### src/rtl/down_counter_pkg.sv
// Shared types and default constants for the loadable down-counter.
package down_counter_pkg;

    localparam int unsigned DC_WIDTH = 4;
    localparam int unsigned DC_STEP  = 1;

    typedef enum logic [1:0] {
        IDLE    = 2'd0,
        COUNT   = 2'd1,
        EXPIRED = 2'd2
    } dc_state_t;

endpackage

### src/rtl/down_counter_underflow.sv
// Loadable down-counter with sticky underflow flag and one-cycle expiry pulse.
// Optional periodic reload when DOWN_COUNTER_AUTO_RELOAD_EN is defined.
module down_counter_underflow
    import down_counter_pkg::*;
#(
    parameter int unsigned WIDTH = DC_WIDTH,
    parameter int unsigned STEP  = DC_STEP
) (
    input  logic             clk,
    input  logic             reset,
    input  logic             enable,
    input  logic             load,
    input  logic [WIDTH-1:0] load_value,
    input  logic             underflow_clear,
    output logic [WIDTH-1:0] counter_out,
    output logic             underflow_out,
    output logic             expired_pulse,
    output logic             zero_out,
    output logic             busy_out
);

    localparam logic [WIDTH:0] StepExt = (WIDTH + 1)'(STEP);

    dc_state_t        state_q, state_d;
    logic [WIDTH-1:0] count_q, count_d;
    logic [WIDTH-1:0] reload_q, reload_d;
    logic             underflow_q, underflow_d;
    logic             expired_q, expired_d;

    logic [WIDTH:0]   diff;
    logic             borrow;
    logic             terminal;

    // Top bit of the widened subtract is the borrow: count below STEP.
    assign diff     = {1'b0, count_q} - StepExt;
    assign borrow   = diff[WIDTH];
    assign terminal = borrow || (diff[WIDTH-1:0] == '0);

    always_comb begin
        state_d     = state_q;
        count_d     = count_q;
        reload_d    = reload_q;
        underflow_d = underflow_q;
        expired_d   = 1'b0;

        // Clear first so a set on the same edge wins.
        if (underflow_clear) begin
            underflow_d = 1'b0;
        end

        if (load) begin
            count_d  = load_value;
            reload_d = load_value;
            state_d  = (load_value != '0) ? COUNT : EXPIRED;
        end else if (enable) begin
            unique case (state_q)
                COUNT: begin
                    if (!terminal) begin
                        count_d = diff[WIDTH-1:0];
                    end else begin
                        count_d   = '0;
                        expired_d = 1'b1;
                        if (borrow) begin
                            underflow_d = 1'b1;
                        end
`ifdef DOWN_COUNTER_AUTO_RELOAD_EN
                        if (reload_q != '0) begin
                            count_d = reload_q;
                            state_d = COUNT;
                        end else begin
                            state_d = EXPIRED;
                        end
`else
                        state_d = EXPIRED;
`endif
                    end
                end
                EXPIRED: begin
                    underflow_d = 1'b1;
                end
                IDLE: begin
                end
                default: begin
                    state_d = IDLE;
                    count_d = '0;
                end
            endcase
        end
    end

    always_ff @(posedge clk) begin
        if (reset) begin
            state_q     <= IDLE;
            count_q     <= '0;
            reload_q    <= '0;
            underflow_q <= 1'b0;
            expired_q   <= 1'b0;
        end else begin
            state_q     <= state_d;
            count_q     <= count_d;
            reload_q    <= reload_d;
            underflow_q <= underflow_d;
            expired_q   <= expired_d;
        end
    end

    assign counter_out   = count_q;
    assign underflow_out = underflow_q;
    assign expired_pulse = expired_q;
    assign zero_out      = (count_q == '0);
    assign busy_out      = (state_q == COUNT);

endmodule

### config.mk
export PLATFORM = sky130hd
export DESIGN_NAME = down_counter_underflow
export DESIGN_NICKNAME = d
export VERILOG_FILES = /design/src/rtl/down_counter_pkg.sv /design/src/rtl/down_counter_underflow.sv
export SDC_FILE = /design/constraint.sdc
export NUM_CORES = 1
export LEC_CHECK = 0
export CORE_MARGIN = 2
export CORE_UTILIZATION = 41
export CTS_BUF_LIST = sky130_fd_sc_hd__clkbuf_8
export DETAILED_ROUTE_END_ITERATION = 10
export PLACE_DENSITY = 0.69
export SLEW_MARGIN = 5
export SYNTH_ARGS = -nofsm -noshare
export SYNTH_HDL_FRONTEND = slang
export SYNTH_SLANG_ARGS = --single-unit
### constraint.sdc
create_clock -name clk -period 2.01 [get_ports clk]
set_input_delay 0.3015 -clock clk [delete_from_list [all_inputs] [get_ports clk]]
set_output_delay 0.3015 -clock clk [all_outputs]
set_load 0.05 [all_outputs]
# After elaboration in Yosys (flattened, before gate mapping)
# Cells that the tools add are included.
# totals
out_inout_bits	8
ff_bits	8
# classes
bitwise_logic	2
eq_ne	4
n_reduce_logical	10
n_addsub	1
muxes	16
# op_table
op	count
two-way mux 4 bit	3
zero test 4 bit	2
two-way mux 2 bit	4
one-hot mux 4 bit (2 select lines)	1
two-way mux 1 bit	6
subtractor 4 x 1 -> 5 bit (second input constant)	1
one-hot mux 2 bit (2 select lines)	1
nonzero test 4 bit	1
OR reduction 4 bit	1
inequality test 3 x 2 -> 1 bit (second input constant)	1
AND reduction 3 bit	1
== test 2 x 1 -> 1 bit (second input constant)	1
== test 2 bit (second input constant)	1
zero test 2 bit	1
inequality test 2 x 1 -> 1 bit (second input constant)	1
inverter 1 bit	2
one-hot mux 1 bit (2 select lines)	1
AND reduction 2 bit	1
nonzero test 2 bit	1
OR reduction 2 bit	1
logical OR 1 bit	1

# Logic depth before layout (Yosys ltp)
# Gate-level depths: netlist of run 1.
# logic_depth
ltp_word	7
depth_mapped	6

# Worst setup path before layout of run 1
# No wires, ideal clock.
# synth_path
kind	register to output
from	register count_q[1], in the netlist counter_out[1]
to	output zero_out
stages_incl_launch_ff	4
t_arrival_ps	1959
setup_slack_ps	-250
required_time_ps	1709
cell_sequence	dfxtp_1 -> inv_1 -> ha_1 -> nor3b_1
# synth_between
elab_chain_len	1
# synth_rtl
element	line_no	source
from (decl)	down_counter_underflow.sv:25	logic [WIDTH-1:0] count_q, count_d;
from (signal assigned)	down_counter_underflow.sv:100	count_q <= count_d;
zero test 4 bit	down_counter_underflow.sv:110	assign zero_out = (count_q == '0);
to (decl)	down_counter_underflow.sv:18	output logic zero_out,
# No other way between the ends.

# Worst setup path in the final report of run 1
# layout_path
from	register count_q[1], in the netlist counter_out[1]
to	output counter_out[1]
# layout_rtl
element	line_no	source
to (decl)	down_counter_underflow.sv:15	output logic [WIDTH-1:0] counter_out,
# No word-level cell between the ends.

==> results of run 1 <==
==> metrics by stage <==
stage,util,cells,power [uW]
5_1_grt,0.581,107,587
3_3_place_gp,0.553,104,364
3_5_place_dp,0.553,104,366
4_1_cts,0.581,107,564
2_1_floorplan,-,73,309
6_report,0.581,107,558
==> worst min path at each step <==
| stage | depth (start not counted) | slack, ns | endpoint | start |
|---|---|---|---|---|
| after floorplan | 3 | 0.49 | state_q[1] | load_value[3] |
| after global placement | 2 | 0.52 | underflow_out | underflow_out |
| after detailed placement | 2 | 0.52 | underflow_out | underflow_out |
| after CTS | 2 | 0.52 | underflow_out | underflow_out |
| after global routing | 2 | 0.56 | underflow_out | underflow_out |
| final | 2 | 0.52 | underflow_out | underflow_out |
==> logic make-up (layout without fill, tap and decap cells) <==
kind of cell / Yosys count / count (layout)
AND/OR/NAND/NOR: 32 / 32
AO/OA/AOI/OAI: 18 / 18
buffers and inverters: 9 / 27
adder cells (fa/ha/maj): 6 / 6
flip-flops: 8 / 8
==> cells in the final DEF (no fill, tap or decap), types with 3 or more instances in the layout <==
cell,count
nand4b_1,3
nor3_1,5
clkbuf_8,3
ha_1,6
dfxtp_1,8
nor2_1,3
inv_1,5
buf_4,7
a21oi_1,3
a22oi_1,3
nand2b_1,3
clkdlybuf4s50_1,12
nand2_1,3
a221oi_1,3
==> area by class of cell <==
| cell class | count | area share |
|---|---|---|
| clock buffer | 3 | 0.0483 |
| inverter | 5 | 0.0220 |
| multi-input combinational | 56 | 0.517 |
| sequential | 8 | 0.187 |
| tap | 16 | 0.0234 |
| timing repair buffer | 19 | 0.202 |
==> flip-flops by register name, indices dropped and copies added (netlist names) <==
signal,cells
state_q,2
underflow_out,1
expired_pulse,1
counter_out,4
==> per-layer routing <==
layer,up-vias,global-route usage,part of all wire
met5,-,0,0
met4,0,0.127,0.020
met3,4,0.0125,0.046
met2,23,0.307,0.50
met1,277,0.231,0.44
li1,309,-,-
==> power by group through the flow <==
stage / Combinational [uW] / Sequential [uW] / Clock (uW)
detailed placement: 181 / 185 / 0
floorplan: 111 / 198 / 0
finish: 181 / 182 / 195
global placement: 180 / 184 / 0
CTS: 182 / 182 / 200
global route: 197 / 184 / 206
==> flow_metrics.env, run 1 <==
export IMPL_cap_violations=0
export IMPL_cts_sinks=8
export IMPL_synth_edff_count=0
export IMPL_ys_types=33
export IMPL_slew_headroom=0.667
export IMPL_cts_tree="yes"
export IMPL_layout_min_cycle_time_ns=1.80
export IMPL_synth_common_cells="dfxtp_1, ha_1, inv_1, nor3_1"
export IMPL_grt_pass1_vias=607
export IMPL_synth_top_area_share=0.252
export IMPL_critPathRequiredTime_ns=1.71
export IMPL_grt_total_usage=0.186
export IMPL_portBuffers=16
export IMPL_synthMuxAreaShare=0
export IMPL_dpl_hpwl_um=1210
export IMPL_viasPerCell=5.73
export IMPL_root_buffer="clkbuf_8"
export IMPL_setup_violations=0
export IMPL_ctsLongestPathBuffers=2
export IMPL_fin_hold_ws_ns=0.517
export IMPL_routed_wl_um=1530
export IMPL_crit_fanout=7
export IMPL_yosys_area_share_simple=0.374
export IMPL_antenna_found_initial=0
export IMPL_netSwitchingFraction=0.323
export IMPL_std_cell_rows=14
export IMPL_yosys_area_share_xor_xnor=0
export IMPL_gp_congestion=0.787
export IMPL_synth_compound_area_frac=0.195
export IMPL_yosysMostFrequentCell="dfxtp_1"
export IMPL_start_util=0.432
export IMPL_cp_buffers_inverters=1
export IMPL_synth_main_ff_cell="dfxtp_1"
export IMPL_dr_pass1_iters=4
export IMPL_r2r_slack_ns=0.25
export IMPL_synth_fp_nets=88
export IMPL_slowest_stage="clkdlybuf4s50_1"
export IMPL_cp_end_kind="output port"
export IMPL_setup_tns_ns=0
export IMPL_num_io_pins=17
export IMPL_post_drt_wl_per_cell_um=14.3
export IMPL_grt_max_degree=12
export IMPL_p_clk_frac=0.350
export IMPL_grt_pass1_wl_um=2590
export IMPL_ctsHoldBuffers=0
export IMPL_setup_slack_ns=0.211
export IMPL_vias=613
export IMPL_max_vdd_ir_drop_uv=275
export IMPL_crit_type="flop to output port"
export IMPL_final_period_utilization=0.895
export IMPL_cts_resized=0
export IMPL_start_kind="flop"
export IMPL_finClkSkew_ns=0.00632
export IMPL_rsz0062_at_grt="no"
export IMPL_drive_above_1_share=0.187
export IMPL_arrival_ns=1.50
export IMPL_slowest_delay_ns=0.85
export IMPL_cp_num_cells=1
export IMPL_seqCellArea_um2=160
export IMPL_rr_endpoint="counter_out[0]"
export IMPL_cts_inserted_buffers=3
export IMPL_die_x_um=43.4
export IMPL_timing_rr_start="state_q[0]"
export IMPL_place_area_um2=813
export IMPL_fill_cells=147
export IMPL_cp_cell_sequence="clkdlybuf4s50_1"
export IMPL_power_internal_uw=378
export IMPL_ys_warnings_count=0
export IMPL_drt_iter0_drc=16
export IMPL_diodes=0
export IMPL_slew_viol_final=0
export IMPL_cp_top_family="buffers and inverters"
export IMPL_status="complete, no violations"
export IMPL_synth_top_family_by_area="simple AND/OR/NAND/NOR gates"
export IMPL_fmax_ghz=0.556
export IMPL_combinationalPowerShare=0.324
export IMPL_crit_end="counter_out[1]"
export IMPL_hold_class="flop to flop"
export IMPL_gr_total_overflow=0
export IMPL_synth_seq_cells=8
export IMPL_tightest_slew_ns=0.493
export IMPL_power_share_sequential=0.326
export IMPL_syn_area_um2=636
export IMPL_power_leakage_uw=0.000331
export IMPL_pre_cts_slack_ns=0.135
export IMPL_hold_violations=0
export IMPL_synthAdderAreaFrac=0.118
export IMPL_nNetsFinal=108
export IMPL_die_area_mm2=0.00188
export IMPL_yosys_top_cells_area="dfxtp_1, ha_1, a221oi_1"
export IMPL_synth_largest_area_cell="dfxtp_1"
export IMPL_seq_area_frac_synth=0.252
export IMPL_p_switching_uw=180
export IMPL_synthArstFlopShare=0
export IMPL_drc_errors=0
export IMPL_clkTransAtPathRegs_ns=0.04
export IMPL_multi_input_area_um2=442
export IMPL_clock_latency_ns=0.23
export IMPL_syn_to_final_growth_pct=34.4
export IMPL_post_cts_setup_buffer_count=0
export IMPL_critical_path_startpoint="counter_out[1]"
export IMPL_coreArea_mm2=0.00147
export IMPL_postSynthAreaPerCell_um2=8.71
export IMPL_drt_antenna_violating_nets=0
export IMPL_p_per_area_mw_per_mm2=653
export IMPL_fin_area_um2=855
export IMPL_cts_max_level=1
export IMPL_syn_inst=73
export IMPL_die_y_um=43.4
export IMPL_r2r_worst_path_cells=6
No activity file was read; power rests on OpenSTA's default activity.
==> run 2: changes to the inputs <==
--- a/config.mk
+++ b/config.mk
@@ -5,12 +5,12 @@
 export SDC_FILE = /design/constraint.sdc
 export NUM_CORES = 1
 export LEC_CHECK = 0
-export CORE_MARGIN = 2
+export CORE_MARGIN = 4
 export CORE_UTILIZATION = 41
 export CTS_BUF_LIST = sky130_fd_sc_hd__clkbuf_8
 export DETAILED_ROUTE_END_ITERATION = 10
 export PLACE_DENSITY = 0.69
-export SLEW_MARGIN = 5
+export SLEW_MARGIN = 20
 export SYNTH_ARGS = -nofsm -noshare
 export SYNTH_HDL_FRONTEND = slang
 export SYNTH_SLANG_ARGS = --single-unit
==> run 2 against run 1 <==
Effect of this change:
- combinational power decreased by 3%
- highest routed layer unchanged
- setup slack got worse by 0.10 ns
- clock power decreased by 5%
- routed wire length decreased by 9.3%
- largest power group unchanged
- hold slack improved by 0.0053 ns
- first-iteration DRC count decreased by 38%
- clock-buffer cell count unchanged
==> flow_metrics.env, run 2 (synthesis results as in run 1) <==
export IMPL_slowest_delay_ns=0.87
export IMPL_grt_max_degree=12
export IMPL_setup_violations=0
export IMPL_post_drt_wl_per_cell_um=13.4
export IMPL_final_period_utilization=0.945
export IMPL_die_area_mm2=0.00224
export IMPL_num_io_pins=17
export IMPL_cts_tree="yes"
export IMPL_syn_to_final_growth_pct=32.5
export IMPL_grt_pass1_wl_um=2460
export IMPL_final_common_cell="clkdlybuf4s50_1"
export IMPL_ctsHoldBuffers=0
export IMPL_std_cell_rows=13
export IMPL_cap_violations=0
export IMPL_drt_iter0_drc=10
export IMPL_hold_violations=0
export IMPL_rsz0062_at_grt="no"
export IMPL_seqCellArea_um2=161
export IMPL_die_y_um=47.4
export IMPL_fill_cells=134
export IMPL_root_buffer="clkbuf_8"
export IMPL_crit_type="flop to output port"
export IMPL_antenna_found_initial=0
export IMPL_viasPerCell=5.60
export IMPL_clock_latency_ns=0.22
export IMPL_multi_input_area_um2=442
export IMPL_whs_path_depth=2
export IMPL_cp_end_kind="output port"
export IMPL_final_cell_mix="clkdlybuf4s50_1, dfxtp_1, ha_1"
export IMPL_gp_congestion=0.763
export IMPL_start_kind="flop"
export IMPL_hold_class="flop to flop"
export IMPL_routed_wl_um=1390
export IMPL_nNetsFinal=106
export IMPL_r2r_worst_path_cells=6
export IMPL_drive_above_1_share=0.169
export IMPL_start_util=0.460
export IMPL_timing_rr_start="counter_out[1]"
export IMPL_cts_sinks=8
export IMPL_post_cts_setup_buffer_count=0
export IMPL_largest_reg_flops=4
export IMPL_grt_total_usage=0.157
export IMPL_slew_viol_final=0
export IMPL_p_total_uw=544
export IMPL_slew_headroom=0.666
export IMPL_final_util=0.609
export IMPL_gr_total_overflow=0
export IMPL_cp_cell_sequence="clkdlybuf4s50_1"
export IMPL_cp_top_family="buffers and inverters"
export IMPL_cp_num_cells=1
export IMPL_finClkSkew_ns=0.00236
export IMPL_drt_antenna_violating_nets=0
export IMPL_dpl_hpwl_um=1090
export IMPL_slowest_stage="clkdlybuf4s50_1"
export IMPL_status="complete, no violations"
export IMPL_cp_buffers_inverters=1
export IMPL_max_vdd_ir_drop_uv=579
export IMPL_critical_path_startpoint="counter_out[3]"
export IMPL_cts_inserted_buffers=3
export IMPL_critPathRequiredTime_ns=1.71
export IMPL_drc_errors=0
export IMPL_clkTransAtPathRegs_ns=0.04
export IMPL_dr_pass1_iters=4
export IMPL_power_leakage_uw=0.000320
export IMPL_fmax_ghz=0.527
export IMPL_portBuffers=16
export IMPL_ctsLongestPathBuffers=2
export IMPL_p_per_area_mw_per_mm2=646
export IMPL_cts_max_level=1
export IMPL_setup_tns_ns=0
export IMPL_min_from="underflow_out"
export IMPL_die_x_um=47.4
export IMPL_grt_pass1_vias=534
export IMPL_vias=582
export IMPL_arrival_ns=1.60
export IMPL_coreArea_mm2=0.00138
export IMPL_layout_min_cycle_time_ns=1.90
export IMPL_crit_fanout=10
export IMPL_tightest_slew_ns=0.499
export IMPL_diodes=0
run 2: through the flow:
stage               instances  area, um2  hold WS [ns]  setup slack, ns
floorplan                  73        641         0.488           0.0608
global placement          101        800         0.516            0.153
detailed placement        101        800         0.521            0.135
CTS                       104        841         0.529            0.100
global route              104        842         0.558           0.0179
finish                    104        842         0.523            0.111
run 2: final cells by class:
type	count	share of cell area
repair buffers	17	0.190
inverters	5	0.0223
multi-input cells	56	0.525
clock buffers	3	0.0490
flip-flops and latches	8	0.192
well taps	15	0.0223
run 2: repair_timing:
action | 4_1_cts | 5_1_grt
gates resized for setup | 0 | 1
endpoints found under the hold margin | 0 | 0
endpoints found under the setup margin | 0 | 1
run 2: power by group:
group / internal, uW / switching, uW
Sequential: 169 / 14.0
Clock: 129 / 55.6
Combinational: 76.9 / 99.4
run 2: final timing paths:
path | slack (ns) | endpoint
max | 0.11 | counter_out[3]
min | 0.52 | underflow_out
max reg2reg | 0.23 | counter_out[0]
min reg2reg | 0.52 | underflow_out
run 2: metal layers:
metal	vias up	share of wire	GRT usage
met5	-	0	0
met4	0	0.0043	0.0387
met3	2	0.058	0.0575
met2	13	0.42	0.203
met1	264	0.52	0.241
li1	303	-	-
